## config.mk

```make
export PLATFORM = sky130hd
export DESIGN_NAME = fetch_stage_flat
export DESIGN_NICKNAME = d
export VERILOG_FILES = /design/src/rtl/fetch_stage_if.sv /design/src/rtl/fetch_stage.sv /design/src/flat_wrapper.sv
export SDC_FILE = /design/constraint.sdc
export NUM_CORES = 1
export LEC_CHECK = 0
export CAP_MARGIN = 20
export CELL_PAD_IN_SITES_DETAIL_PLACEMENT = 1
export CELL_PAD_IN_SITES_GLOBAL_PLACEMENT = 2
export CORE_MARGIN = 4
export CORE_UTILIZATION = 28
export CTS_CLUSTER_DIAMETER = 200
export DETAILED_ROUTE_END_ITERATION = 7
export PLACE_DENSITY_LB_ADDON = 0.1
export SLEW_MARGIN = 40
export SYNTH_ARGS = -nofsm -noshare
export SYNTH_HDL_FRONTEND = slang
export SYNTH_SLANG_ARGS = --single-unit
```

## constraint.sdc

```tcl
create_clock -name clk_i -period 2.07 [get_ports clk_i]
set_clock_uncertainty 0.1 [all_clocks]
set_input_delay 0.207 -clock clk_i [delete_from_list [all_inputs] [get_ports clk_i]]
set_output_delay 0.207 -clock clk_i [all_outputs]
set_load 0.005 [all_outputs]
```

## src/rtl/fetch_stage_if.sv

```systemverilog
// Instruction-cache request/ready bus between the fetch stage (master) and the cache (slave).
`default_nettype none

interface fetch_stage_if;
   logic        imem_req_o;
   logic [31:0] imem_addr_o;
   logic        imem_ready_i;
   logic [31:0] imem_rdata_i;

   modport master (
      output imem_req_o,
      output imem_addr_o,
      input  imem_ready_i,
      input  imem_rdata_i
   );

   modport slave (
      input  imem_req_o,
      input  imem_addr_o,
      output imem_ready_i,
      output imem_rdata_i
   );
endinterface

`default_nettype wire

```

## src/rtl/fetch_stage.sv

```systemverilog
// Fetch stage: owns the PC, issues I-cache requests, holds returned words under stall
// and parks redirects that arrive while a cache access is still outstanding.
`default_nettype none

module fetch_stage #(
   parameter logic [31:0] RESET_PC = 32'h0000_0000
) (
   input  logic                 clk_i,
   input  logic                 rst_ni,
   input  logic                 stall_f_i,
   input  logic                 redirect_i,
   input  logic [31:0]          redirect_pc_i,
   fetch_stage_if.master        imem,
   output logic [31:0]          pc_plus_4_f_o,
   output logic [31:0]          instr_f_o,
   output logic                 instr_valid_f_o,
   output logic                 imem_stall_o
);

   typedef enum logic [1:0] {
      ST_FETCH   = 2'd0,
      ST_HOLD    = 2'd1,
      ST_DISCARD = 2'd2
   } state_t;

   state_t      r_state;
   state_t      w_state_nxt;
   logic [31:0] r_pc;
   logic [31:0] w_pc_nxt;
   logic [31:0] r_hold_instr;
   logic [31:0] w_hold_nxt;
   logic [31:0] r_target;
   logic [31:0] w_target_nxt;

   logic [31:0] w_pc_plus4;
   logic [31:0] w_redir_pc;
   logic        w_req;
   logic [31:0] w_instr;
   logic        w_valid;
   logic        w_stall;

   assign w_pc_plus4 = r_pc + 32'd4;
   assign w_redir_pc = {redirect_pc_i[31:2], 2'b00};

   always_ff @(posedge clk_i or negedge rst_ni) begin
      if (!rst_ni) begin
         r_state      <= ST_FETCH;
         r_pc         <= RESET_PC;
         r_hold_instr <= 32'h0;
         r_target     <= 32'h0;
      end else begin
         r_state      <= w_state_nxt;
         r_pc         <= w_pc_nxt;
         r_hold_instr <= w_hold_nxt;
         r_target     <= w_target_nxt;
      end
   end

   always_comb begin
      w_state_nxt  = r_state;
      w_pc_nxt     = r_pc;
      w_hold_nxt   = r_hold_instr;
      w_target_nxt = r_target;
      w_req        = 1'b0;
      w_instr      = 32'h0;
      w_valid      = 1'b0;
      w_stall      = 1'b0;
      case (r_state)
         ST_FETCH: begin
            w_req   = 1'b1;
            w_stall = ~imem.imem_ready_i;
            if (imem.imem_ready_i) begin
               w_instr = imem.imem_rdata_i;
               w_valid = 1'b1;
               if (redirect_i) begin
                  w_pc_nxt = w_redir_pc;
               end else if (stall_f_i) begin
                  w_hold_nxt  = imem.imem_rdata_i;
                  w_state_nxt = ST_HOLD;
               end else begin
                  w_pc_nxt = w_pc_plus4;
               end
            end else if (redirect_i) begin
               // Address must stay put until the pending access completes.
               w_target_nxt = w_redir_pc;
               w_state_nxt  = ST_DISCARD;
            end
         end
         ST_HOLD: begin
            w_instr = r_hold_instr;
            w_valid = 1'b1;
            if (redirect_i) begin
               w_pc_nxt    = w_redir_pc;
               w_state_nxt = ST_FETCH;
            end else if (!stall_f_i) begin
               w_pc_nxt    = w_pc_plus4;
               w_state_nxt = ST_FETCH;
            end
         end
         ST_DISCARD: begin
            w_req   = 1'b1;
            w_stall = 1'b1;
            if (imem.imem_ready_i) begin
               w_pc_nxt    = redirect_i ? w_redir_pc : r_target;
               w_state_nxt = ST_FETCH;
            end else if (redirect_i) begin
               w_target_nxt = w_redir_pc;
            end
         end
         default: begin
            w_state_nxt = ST_FETCH;
         end
      endcase
   end

   // Reset forces the handshake quiet immediately, abandoning any in-flight request.
   assign imem.imem_req_o  = w_req & rst_ni;
   assign imem.imem_addr_o = r_pc;
   assign pc_plus_4_f_o    = w_pc_plus4;
   assign instr_f_o        = rst_ni ? w_instr : 32'h0;
   assign instr_valid_f_o  = w_valid & rst_ni;
   assign imem_stall_o     = w_stall & rst_ni;

endmodule

`default_nettype wire

```

## src/flat_wrapper.sv

```systemverilog
// flat-port wrapper written by rule: the top's interface ports become plain ports
module fetch_stage_flat 
#(
   parameter logic [31:0] RESET_PC = 32'h0000_0000
)
  (clk_i, rst_ni, stall_f_i, redirect_i, redirect_pc_i, pc_plus_4_f_o, instr_f_o, instr_valid_f_o, imem_stall_o, imem_imem_req_o, imem_imem_addr_o, imem_imem_ready_i, imem_imem_rdata_i);
  fetch_stage_if imem_i ();
  input  logic clk_i;
  input  logic rst_ni;
  input  logic stall_f_i;
  input  logic redirect_i;
  input  logic [31:0] redirect_pc_i;
  output logic [31:0] pc_plus_4_f_o;
  output logic [31:0] instr_f_o;
  output logic instr_valid_f_o;
  output logic imem_stall_o;
  output wire logic [$bits(imem_i.imem_req_o)-1:0] imem_imem_req_o;
  output wire logic [$bits(imem_i.imem_addr_o)-1:0] imem_imem_addr_o;
  input wire logic [$bits(imem_i.imem_ready_i)-1:0] imem_imem_ready_i;
  input wire logic [$bits(imem_i.imem_rdata_i)-1:0] imem_imem_rdata_i;
  assign imem_imem_req_o = imem_i.imem_req_o;
  assign imem_imem_addr_o = imem_i.imem_addr_o;
  assign imem_i.imem_ready_i = imem_imem_ready_i;
  assign imem_i.imem_rdata_i = imem_imem_rdata_i;
  fetch_stage #(.RESET_PC(RESET_PC)) u_core (.clk_i(clk_i), .rst_ni(rst_ni), .stall_f_i(stall_f_i), .redirect_i(redirect_i), .redirect_pc_i(redirect_pc_i), .imem(imem_i), .pc_plus_4_f_o(pc_plus_4_f_o), .instr_f_o(instr_f_o), .instr_valid_f_o(instr_valid_f_o), .imem_stall_o(imem_stall_o));
endmodule
```

---- Word-level counts from Yosys, hierarchy flattened ----
Index checks and enable logic that the tools add are counted.
word-level totals
  bits in registers ....................... 98
  input port bits ......................... 69
  logic and storage cells ................. 46
operators by class
  $add $sub $neg .......................... 1
  equality and inequality tests ........... 8
  muxes and demuxes ....................... 21
  bitwise operators ....................... 5
  reductions and logical operators ........ 7
operators by type and width
  kind                                                                    number
  32-bit two-way mux                                                      7
  32-bit case mux with 3 select lines                                     1
  32-bit case mux with 2 select lines                                     1
  32-bit by 3-bit adder with 32-bit output (second input constant)        1
  2-bit two-way mux                                                       7
  3-bit != test (second input constant)                                   4
  2-bit case mux with 3 select lines                                      1
  5-bit AND reduction                                                     1
  2-bit != test (second input constant)                                   2
  1-bit case mux with 2 select lines                                      2
  4-bit AND reduction                                                     1
  1-bit AND                                                               3
  3-bit AND reduction                                                     1
  3-bit nonzero test                                                      1
  2-bit by 1-bit equality test with 1-bit output (second input constant)  1
  2-bit equality test (second input constant)                             1
  2-bit zero test                                                         1
  1-bit two-way mux                                                       2
  1-bit NOT                                                               2
  2-bit AND reduction                                                     1
  2-bit OR reduction                                                      1

---- Logic depth before layout (Yosys ltp) ----
Gate-level depths: netlist of the first run.
  depth in word-level cells ............... 5
  depth in mapped cells ................... 8
  depth with buffers taken out ............ 6

---- Worst setup path before layout of the first run ----
No wires, ideal clock.
  path kind ............................... reg-to-output
  start point ............................. register u_core.r_pc[2] (netlist: u_core.imem.imem_addr_o[2])
  end point ............................... output pc_plus_4_f_o[30]
  arrival ................................. 1.728 ns
  setup slack ............................. 0.035 ns
  stages on the path, launching flop included .. 8
  path buffers ............................ 1
  cells stage by stage .................... dfrtp_1 -> ha_1 -> nand4_1 -> nor3_2 -> and2_1 -> buf_4 -> nand2_1 -> xnor2_1
between the ends
  longest elaborated chain between the ends .. 1
ends and longest elaborated chain
  item                                      RTL line            source
  start: declaration                        fetch_stage.sv:28   logic [31:0] r_pc;
  start signal: assignment                  fetch_stage.sv:53   r_pc <= w_pc_nxt;
  32-bit by 3-bit adder with 32-bit output  fetch_stage.sv:42   assign w_pc_plus4 = r_pc + 32'd4;
  end: declaration                          flat_wrapper.sv:13  output logic [31:0] pc_plus_4_f_o;
Every way passes these cells.

---- Worst setup path in the final report of the first run ----
  start point ............................. register u_core.r_pc[3] (netlist: u_core.imem.imem_addr_o[3])
  end point ............................... output pc_plus_4_f_o[30]
Same word-level chain as after synthesis.

==> impl_metrics.ini, run 1 <==
[grt]
antenna_found_initial = 0
grt_overflow = 0
grtUsageTotal_pct = 18.7
grt_pass1_vias = 6103
grt_max_degree = 79
grt_pass1_wl_mm = 32.9

[yosys]
netlist_area_um2 = 5550
ys_async_sr_fraction_pct = 100
synth_area_leaders = dfrtp_1, mux2_2, o21ai_0, a22oi_1, nor2_1
synth-edff-count = 0
syn-num-nets = 644
synth.most_common_cell = dfrtp_1
synth_top_area_share_pct = 44.2
syn_avg_cell_area_um2 = 9.67
ys.flop_type = dfrtp_1
syn-instance-count = 574
synth_cell_types = 50
ys_seq_area_share_pct = 44.2
synth_common_cells = dfrtp_1, mux2_2, nor2_1, o21ai_0, nand2_1
synth_area_leader_cell = dfrtp_1
yosysWarnings = 0
synth_seq_cells = 98

[clock_network]
cts_root_buffer = clkbuf_16
clk_pin_slew_worst_paths_ns = 0.07
cts_buffer_depth = 2
h-tree-depth = 3
insertion_delay_ns = 0.35
cts_tree = yes
numClockSinks = 98
cts_made_buffers = 9

[critical_path]
cp.arrival_ns = 2.11
rrSetupSlack_ns = -0.16
critPathSlowestCell = dfrtp_1
start_kind = flop
cp_top_family = simple AND/OR/NAND/NOR gates
r2r_cells = 10
critical_path_class = reg2out
crit_buf_inv = 4
cp_slowest_stage_delay_ns = 0.41
path_cells = buf_4, ha_2, nand4_1, nor3_2, and2_4, buf_6, buf_12, nand2_4, xnor2_2, buf_2
rr_endpoint = u_core.imem.imem_addr_o[27]
cp.required_ns = 1.76
rr_startpoint = u_core.imem.imem_addr_o[3]
worstPathMaxFanout = 3
end_kind = output pin

[sta]
hold_violations = 0
rsz0062_at_grt = true
finalCriticalPeriod_ns = 2.42
period_share_pct = 117
finalSetupViolCount = 27
slew_headroom_pct = 55.5
tightest_slew_ns = 0.668
fmax_ghz = 0.413
drv_slew = 0
hold_slack_ns = 0.0787
setup_slack_ns = -0.351

[route]
firstDrtPassIters = 4
num_vias = 5601
routed_wl_mm = 21.0
wire_per_inst_um = 18.8
ant_nets = 0
route.detailed.drc = 0
viasPerCell = 5.01
drtIter0Drc = 156

[die]
io_pins = 168
die_x_um = 149
core-area_um2 = 19500
start_util_pct = 28.5
die_h_um = 149
rows = 51
dieArea_um2 = 22100

[final_layout]
antenna_cells = 0
drive_gt1_share_pct = 40.7
fin_nets = 920
fin_cells = 1119
area_delta_synth_final_pct = 63.1

[placed_design]
place_hpwl_mm = 14.7
gp_congestion = 0.784
dp_slack_ns = -0.341
placedCellCount = 1053
port-buffer-count = 165

[power]
p_per_area_nw_per_um2 = 731
finalPower_mw = 6.62
power.leakage_nw = 4.06
vdd_drop_max_mv = 0.425

[worst_hold_path]
hold-path-cell-count = 2
hp-class = in2reg
whs_endpoint = u_core.imem.imem_addr_o[0]
hold_path.startpoint = redirect_i

[run_status]
violations = negative setup slack
status = finished with violations

[flow_run]
cap_violations = 0
## routing by layer
layer  wire (um)  share of wire (%)  track usage, %  up-vias
li1            -                  -               -     2612
met5           0                  0               0        -
met2       10800                 51            33.3      114
met1        9010                 43            23.1     2861
met3         938                4.5            3.92       14
met4         274                1.3            4.76        0
## placed cells by master, fill, tap and decap left out, drive strengths merged, types with 11 or more instances in the layout
master / count
a21oi: 18
nand3: 13
a31oi: 11
clkbuf: 44
nor2: 61
o21ai: 55
xnor2: 15
buf: 176
clkdlybuf4s50: 99
mux2: 62
xor2: 13
nand2: 47
and3: 16
dfrtp: 98
a22oi: 32
## final cells by class
cell class	instances	area (um^2)
Timing Repair Buffer	314	2740
Tap cell	265	332
Multi-Input combinational cell	418	3170
Clock inverter	1	30.0
Inverter	9	33.8
Clock buffer	14	294
Fill cell	2165	10400
Sequential cell	98	2450
## flip-flops by register name, indices dropped and copies added, names as in the netlist
signal / count
u_core.imem.imem_addr_o: 32
u_core.r_hold_instr: 32
u_core.r_target: 32
u_core.r_state: 2
## worst reg2reg max path, stage by stage (launching register included)
cell and delay, ns:
dfrtp_1 0.41, buf_6 0.13, nand4_4 0.10, nor4_4 0.32
buf_6 0.16, buf_4 0.15, nand4_4 0.10, buf_4 0.15
buf_4 0.12, o31a_1 0.26, o22ai_1 0.15
## worst max path at each step
stage	start	end	slack (ns)	cells past startpoint
after detailed placement	u_core.imem.imem_addr_o[3]	pc_plus_4_f_o[24]	-0.34	7
after CTS	u_core.imem.imem_addr_o[14]	pc_plus_4_f_o[23]	-0.32	9
after global routing	u_core.imem.imem_addr_o[3]	pc_plus_4_f_o[30]	-0.50	10
after floorplan	u_core.imem.imem_addr_o[2]	pc_plus_4_f_o[30]	0.04	7
final	u_core.imem.imem_addr_o[3]	pc_plus_4_f_o[30]	-0.35	10
after global placement	u_core.imem.imem_addr_o[2]	pc_plus_4_f_o[24]	-0.27	7
## through the flow
stage               instance area (um^2)  setup TNS, ns  util [%]
floorplan                           5550              0         -
global placement                    8160          -6.05      41.9
detailed placement                  8160          -7.68      41.9
CTS                                 8910          -4.25      45.8
global route                        9050         -10.23      46.5
finish                              9050          -5.67      46.5
## kinds of logic (layout without fill, tap and decap cells)
| logic type | count (synthesis) | count (layout) | synth area share, % |
|---|---|---|---|
| adder cells (fa/ha/maj) | 1 | 1 | 0.225 |
| buffers and inverters | 58 | 338 | 4.62 |
| flip-flops | 98 | 98 | 44.2 |
| AND/OR/NAND/NOR | 173 | 173 | 16.1 |
| AO/OA/AOI/OAI | 154 | 154 | 17.9 |
| XOR/XNOR | 28 | 28 | 4.42 |
| multiplexers | 62 | 62 | 12.6 |
## power breakdown
| part | switching, mW | internal [mW] | total, mW |
|---|---|---|---|
| Sequential | 0.237 | 2.29 | 2.53 |
| Combinational | 1.02 | 1.23 | 2.25 |
| Clock | 0.745 | 1.10 | 1.84 |
| Total | 2.00 | 4.62 | 6.62 |
## repair_timing
item,4_1_cts,5_1_grt
endpoints found under the setup margin,62,83
endpoints found under the hold margin,88,0
resized for setup,195,116
cloned,2,2
hold buffers,1,0
pin swaps,27,33
setup buffers,42,8
(Power assumes the default switching activity.)
==> run 2, diff against run 1 <==
- RECOVER_POWER: default -> 50
- TNS_END_PERCENT: default -> 30
==> impl_metrics.ini, run 2 (same netlist as run 1, synthesis figures left out) <==
[run_status]
status = finished with violations
violations = negative setup slack

[final_layout]
drive_gt1_share_pct = 36.6
area_delta_synth_final_pct = 60.2
fin_cells = 1111
fin_util_pct = 45.7
layout_commonest_cell = buf_4
final_area_um2 = 8890
final_cell_mix = buf_4, dfrtp_1, clkdlybuf4s50_1, mux2_2, nor2_1
antenna_cells = 0
fin_nets = 912

[route]
viasPerCell = 5.03
wire_per_inst_um = 18.7
num_vias = 5584
routed_wl_mm = 20.8
ant_nets = 0
drtIter0Drc = 182
route.detailed.drc = 0
firstDrtPassIters = 4

[clock_network]
cts_made_buffers = 9
h-tree-depth = 3
cts_root_buffer = clkbuf_16
cts_tree = yes
insertion_delay_ns = 0.36
clk_pin_slew_worst_paths_ns = 0.07
numClockSinks = 98
cts_buffer_depth = 2

[placed_design]
place_hpwl_mm = 14.7
placedCellCount = 1053
gp_congestion = 0.784
placed_area_um2 = 8160
dp_slack_ns = -0.341
port-buffer-count = 165

[power]
power.leakage_nw = 4.06
finalPower_mw = 6.54
vdd_drop_max_mv = 0.407
p_per_area_nw_per_um2 = 735

[grt]
grt_overflow = 0
grt_pass1_wl_mm = 32.4
antenna_found_initial = 1
grt_pass1_vias = 5957
grt_max_degree = 79
grtUsageTotal_pct = 18.4

[critical_path]
cp-startpoint = u_core.imem.imem_addr_o[3]
critical_path_class = reg2out
cp_top_family = simple AND/OR/NAND/NOR gates
critPathSlowestCell = dfrtp_1
worstPathMaxFanout = 3
endpoint = pc_plus_4_f_o[30]
rr_startpoint = u_core.imem.imem_addr_o[3]
cp.arrival_ns = 2.11
cp_slowest_stage_delay_ns = 0.41
r2r_cells = 10
rrSetupSlack_ns = -0.17
crit_buf_inv = 4
start_kind = flop
path_cells = buf_4, ha_2, nand4_1, nor3_2, and2_4, buf_6, buf_12, nand2_4, xnor2_2, buf_2
end_kind = output pin
cp.required_ns = 1.76
rr_endpoint = u_core.imem.imem_addr_o[27]
cp_num_cells = 10

[die]
die_h_um = 149
start_util_pct = 28.5
die_x_um = 149
dieArea_um2 = 22100
core-area_um2 = 19500
io_pins = 168
rows = 51

[flow_run]
cap_violations = 0

[worst_hold_path]
hp-class = in2reg

[sta]
rsz0062_at_grt = true
drv_slew = 0
finalCriticalPeriod_ns = 2.42
hold_violations = 0
slew_headroom_pct = 23.3
hold_slack_ns = 0.0529
tightest_slew_ns = 1.15
setup_slack_ns = -0.347
tns_ns = -9.12
fmax_ghz = 0.414
finalSetupViolCount = 54
period_share_pct = 117
[run 2: layout make-up]
type	instances	area, um^2
Sequential cell	98	2450
Fill cell	2182	10600
Clock inverter	1	30.0
Timing Repair Buffer	306	2680
Tap cell	265	332
Inverter	9	33.8
Multi-Input combinational cell	418	3070
Clock buffer	14	294
[run 2: worst min path at each step]
stage                           from                         end  slack (ns)  cells after the start
after detailed placement      rst_ni  u_core.imem.imem_addr_o[0]        0.15                      2
after CTS                 redirect_i  u_core.imem.imem_addr_o[0]        0.05                      2
after global routing      redirect_i  u_core.imem.imem_addr_o[0]        0.08                      2
after floorplan               rst_ni  u_core.imem.imem_addr_o[0]       -0.19                      0
after global placement        rst_ni          u_core.r_target[1]        0.13                      2
final                     redirect_i  u_core.imem.imem_addr_o[0]        0.05                      2
[run 2: power breakdown]
part	switching, mW	internal [mW]	total, mW
clock network	0.745	1.10	1.84
registers	0.237	2.29	2.53
logic	0.979	1.19	2.17
[run 2: per-layer routing]
metal | vias up | global-route usage, % | part of all wire, %
li1 | 2597 | - | -
met1 | 2850 | 23.0 | 43
met2 | 121 | 32.2 | 51
met3 | 14 | 4.31 | 4.9
met4 | 2 | 4.58 | 1.1
met5 | - | 0 | 0.063
[run 2: repair_timing]
item                                    CTS  global route
setup buffers                            30            12
resized for setup                       157            94
hold buffers                              1             0
gates cloned                              0             3
endpoints found under the setup margin   62            66
pin swaps                                23            16
endpoints found under the hold margin    88             0
==> run 3, diff against run 2 <==
- ABC_AREA: default -> 1
- CORE_UTILIZATION: 28 -> 26
==> impl_metrics.ini, run 3 <==
[run_status]
status = finished with violations
violations = negative setup slack

[grt]
antenna_found_initial = 1
grt_pass1_wl_mm = 35.6
grt_overflow = 0
grt_pass1_vias = 6695
grt_max_degree = 57
grtUsageTotal_pct = 18.3

[yosys]
synth_area_leader_cell = dfrtp_1
netlist_area_um2 = 5660
synth_top_family_by_area = simple AND/OR/NAND/NOR gates
syn-num-nets = 855
synth_cell_types = 29
ys_seq_area_share_pct = 43.3
synth_compound_area_share_pct = 11.6
yosysWarnings = 0
synth.most_common_cell = nand2_1
synth_adder_area_share_pct = 0.221
synth_common_cells = nand2_1, dfrtp_1, a21oi_1, nor2_1, nand3_1
ys.flop_type = dfrtp_1
syn_avg_cell_area_um2 = 7.21
synth_area_leaders = dfrtp_1, nand2_1, a21oi_1, nor2_1, nand3_1
synthXorXnorAreaFrac_pct = 3.38
syn-instance-count = 785
ys_async_sr_fraction_pct = 100
synth_top_area_share_pct = 43.3
synth-edff-count = 0
synthSimpleGateAreaFrac_pct = 35.0
synth_seq_cells = 98
synthMuxAreaShare_pct = 0

[sta]
tightest_slew_ns = 0.832
finalSetupViolCount = 10
tns_ns = -0.302
finalCriticalPeriod_ns = 2.14
slew_headroom_pct = 44.5
setup_slack_ns = -0.0735
hold_violations = 0
rsz0062_at_grt = true
drv_slew = 0
fmax_ghz = 0.467
period_share_pct = 104

[placed_design]
gp_congestion = 0.824
place_hpwl_mm = 15.8
port-buffer-count = 165
placedCellCount = 1258

[die]
core-area_um2 = 21200
dieArea_um2 = 24200
die_h_um = 156
start_util_pct = 26.7
die_x_um = 156
rows = 53
io_pins = 168

[critical_path]
cp.required_ns = 1.76
cp.arrival_ns = 1.84
worstPathMaxFanout = 3
path_cells = buf_6, inv_4, nor2_4, nand2_2, nor2_4, buf_6, nand2_2, nand2_2, nand2_4, buf_6
critPathSlowestCell = dfrtp_1
cp_slowest_stage_delay_ns = 0.41
critical_path_class = reg2out
cp_top_family = simple AND/OR/NAND/NOR gates
end_kind = output pin
crit_buf_inv = 4
start_kind = flop

[route]
route.detailed.drc = 0
wire_per_inst_um = 16.8
drtIter0Drc = 195
viasPerCell = 4.65
ant_nets = 0
routed_wl_mm = 22.2
num_vias = 6164
firstDrtPassIters = 4

[final_layout]
drive_gt1_share_pct = 29.8
fin_util_pct = 42.4
antenna_cells = 0
area_delta_synth_final_pct = 59.1
layout_commonest_cell = nand2_1
fin_cells = 1325
final_cell_mix = nand2_1, buf_4, clkdlybuf4s50_1, dfrtp_1, a21oi_1
nFillCells = 2583
fin_nets = 1115

[flow_run]
cap_violations = 0

[clock_network]
cts_root_buffer = clkbuf_16
clk_pin_slew_worst_paths_ns = 0.07
cts_tree = yes
h-tree-depth = 3
numClockSinks = 98
cts_buffer_depth = 2
insertion_delay_ns = 0.35
cts_made_buffers = 9

[worst_hold_path]
hp-class = in2reg

[power]
p_per_area_nw_per_um2 = 805
power.leakage_nw = 4.24
vdd_drop_max_mv = 0.398
## run 3: report_power, final
part | internal, mW | total (mW) | switching [mW]
Clock | 0.948 | 1.76 | 0.814
Combinational | 1.51 | 2.89 | 1.38
Sequential | 2.28 | 2.60 | 0.319
Total | 4.74 | 7.25 | 2.51
## run 3: layout make-up
class	instances	area [um^2]	area share (%)
Clock buffer	9	225	2.50
Sequential cell	98	2460	27.3
Timing Repair Buffer	291	2530	28.1
Inverter	43	164	1.82
Clock inverter	7	76.3	0.847
Multi-Input combinational cell	602	3210	35.6
Tap cell	275	344	3.82
## run 3: logic make-up (layout without fill, tap and decap cells)
kind of cell	Yosys count	count (layout)
DFF	98	98
buffers and inverters	85	350
xor gates and xnor gates	15	15
adders and majority gates	1	1
and+or+nand+nor	464	464
AOI/OAI and AO/OA	122	122
## run 3: stage by stage
stage	hold WS (ns)	setup WS, ns	total power [mW]	cell area, um^2
floorplan	-0.189	0.412	3.61	5660
global placement	0.132	-0.165	5.12	8120
detailed placement	0.145	-0.164	5.20	8120
CTS	0.306	-0.166	7.18	8900
global route	0.322	-0.154	7.75	9010
finish	0.322	-0.0735	7.25	9010
## run 3: routing by layer
| metal | vias up | share of wire [%] | track usage (%) |
|---|---|---|---|
| met5 | - | 0.054 | 0 |
| met4 | 2 | 1.4 | 4.88 |
| met3 | 20 | 4.2 | 3.25 |
| met2 | 131 | 50 | 31.5 |
| met1 | 3004 | 44 | 23.8 |
| li1 | 3007 | - | - |
## run 3: worst paths after layout
| path | endpoint | cells after the start | slack (ns) | from |
|---|---|---|---|---|
| max | pc_plus_4_f_o[31] | 10 | -0.07 | u_core.imem.imem_addr_o[2] |
| min in group asynchronous | u_core.r_state[1] | 3 | 0.59 | rst_ni |
| max reg2reg | u_core.imem.imem_addr_o[12] | 12 | 0.03 | u_core.imem.imem_addr_o[2] |
| max in group asynchronous | u_core.imem.imem_addr_o[13] | 3 | 0.63 | rst_ni |
| min | u_core.r_target[21] | 3 | 0.32 | redirect_pc_i[21] |
| min reg2reg | u_core.r_target[29] | 2 | 0.37 | u_core.r_target[29] |
## run 3: worst min-delay path, stage by stage
cell and delay (ns):
clkdlybuf4s50_1 0.41, nand2_1 0.07, nand2_1 0.05
## run 3: repair_timing
action                                 in CTS  in global routing
pin swaps                                  42                 40
gates resized for setup                   200                118
endpoints found under the hold margin      42                  0
buffers inserted                           44                 10
setup endpoints to repair                  63                 79
gates cloned                                2                  0
hold buffers                                1                  0
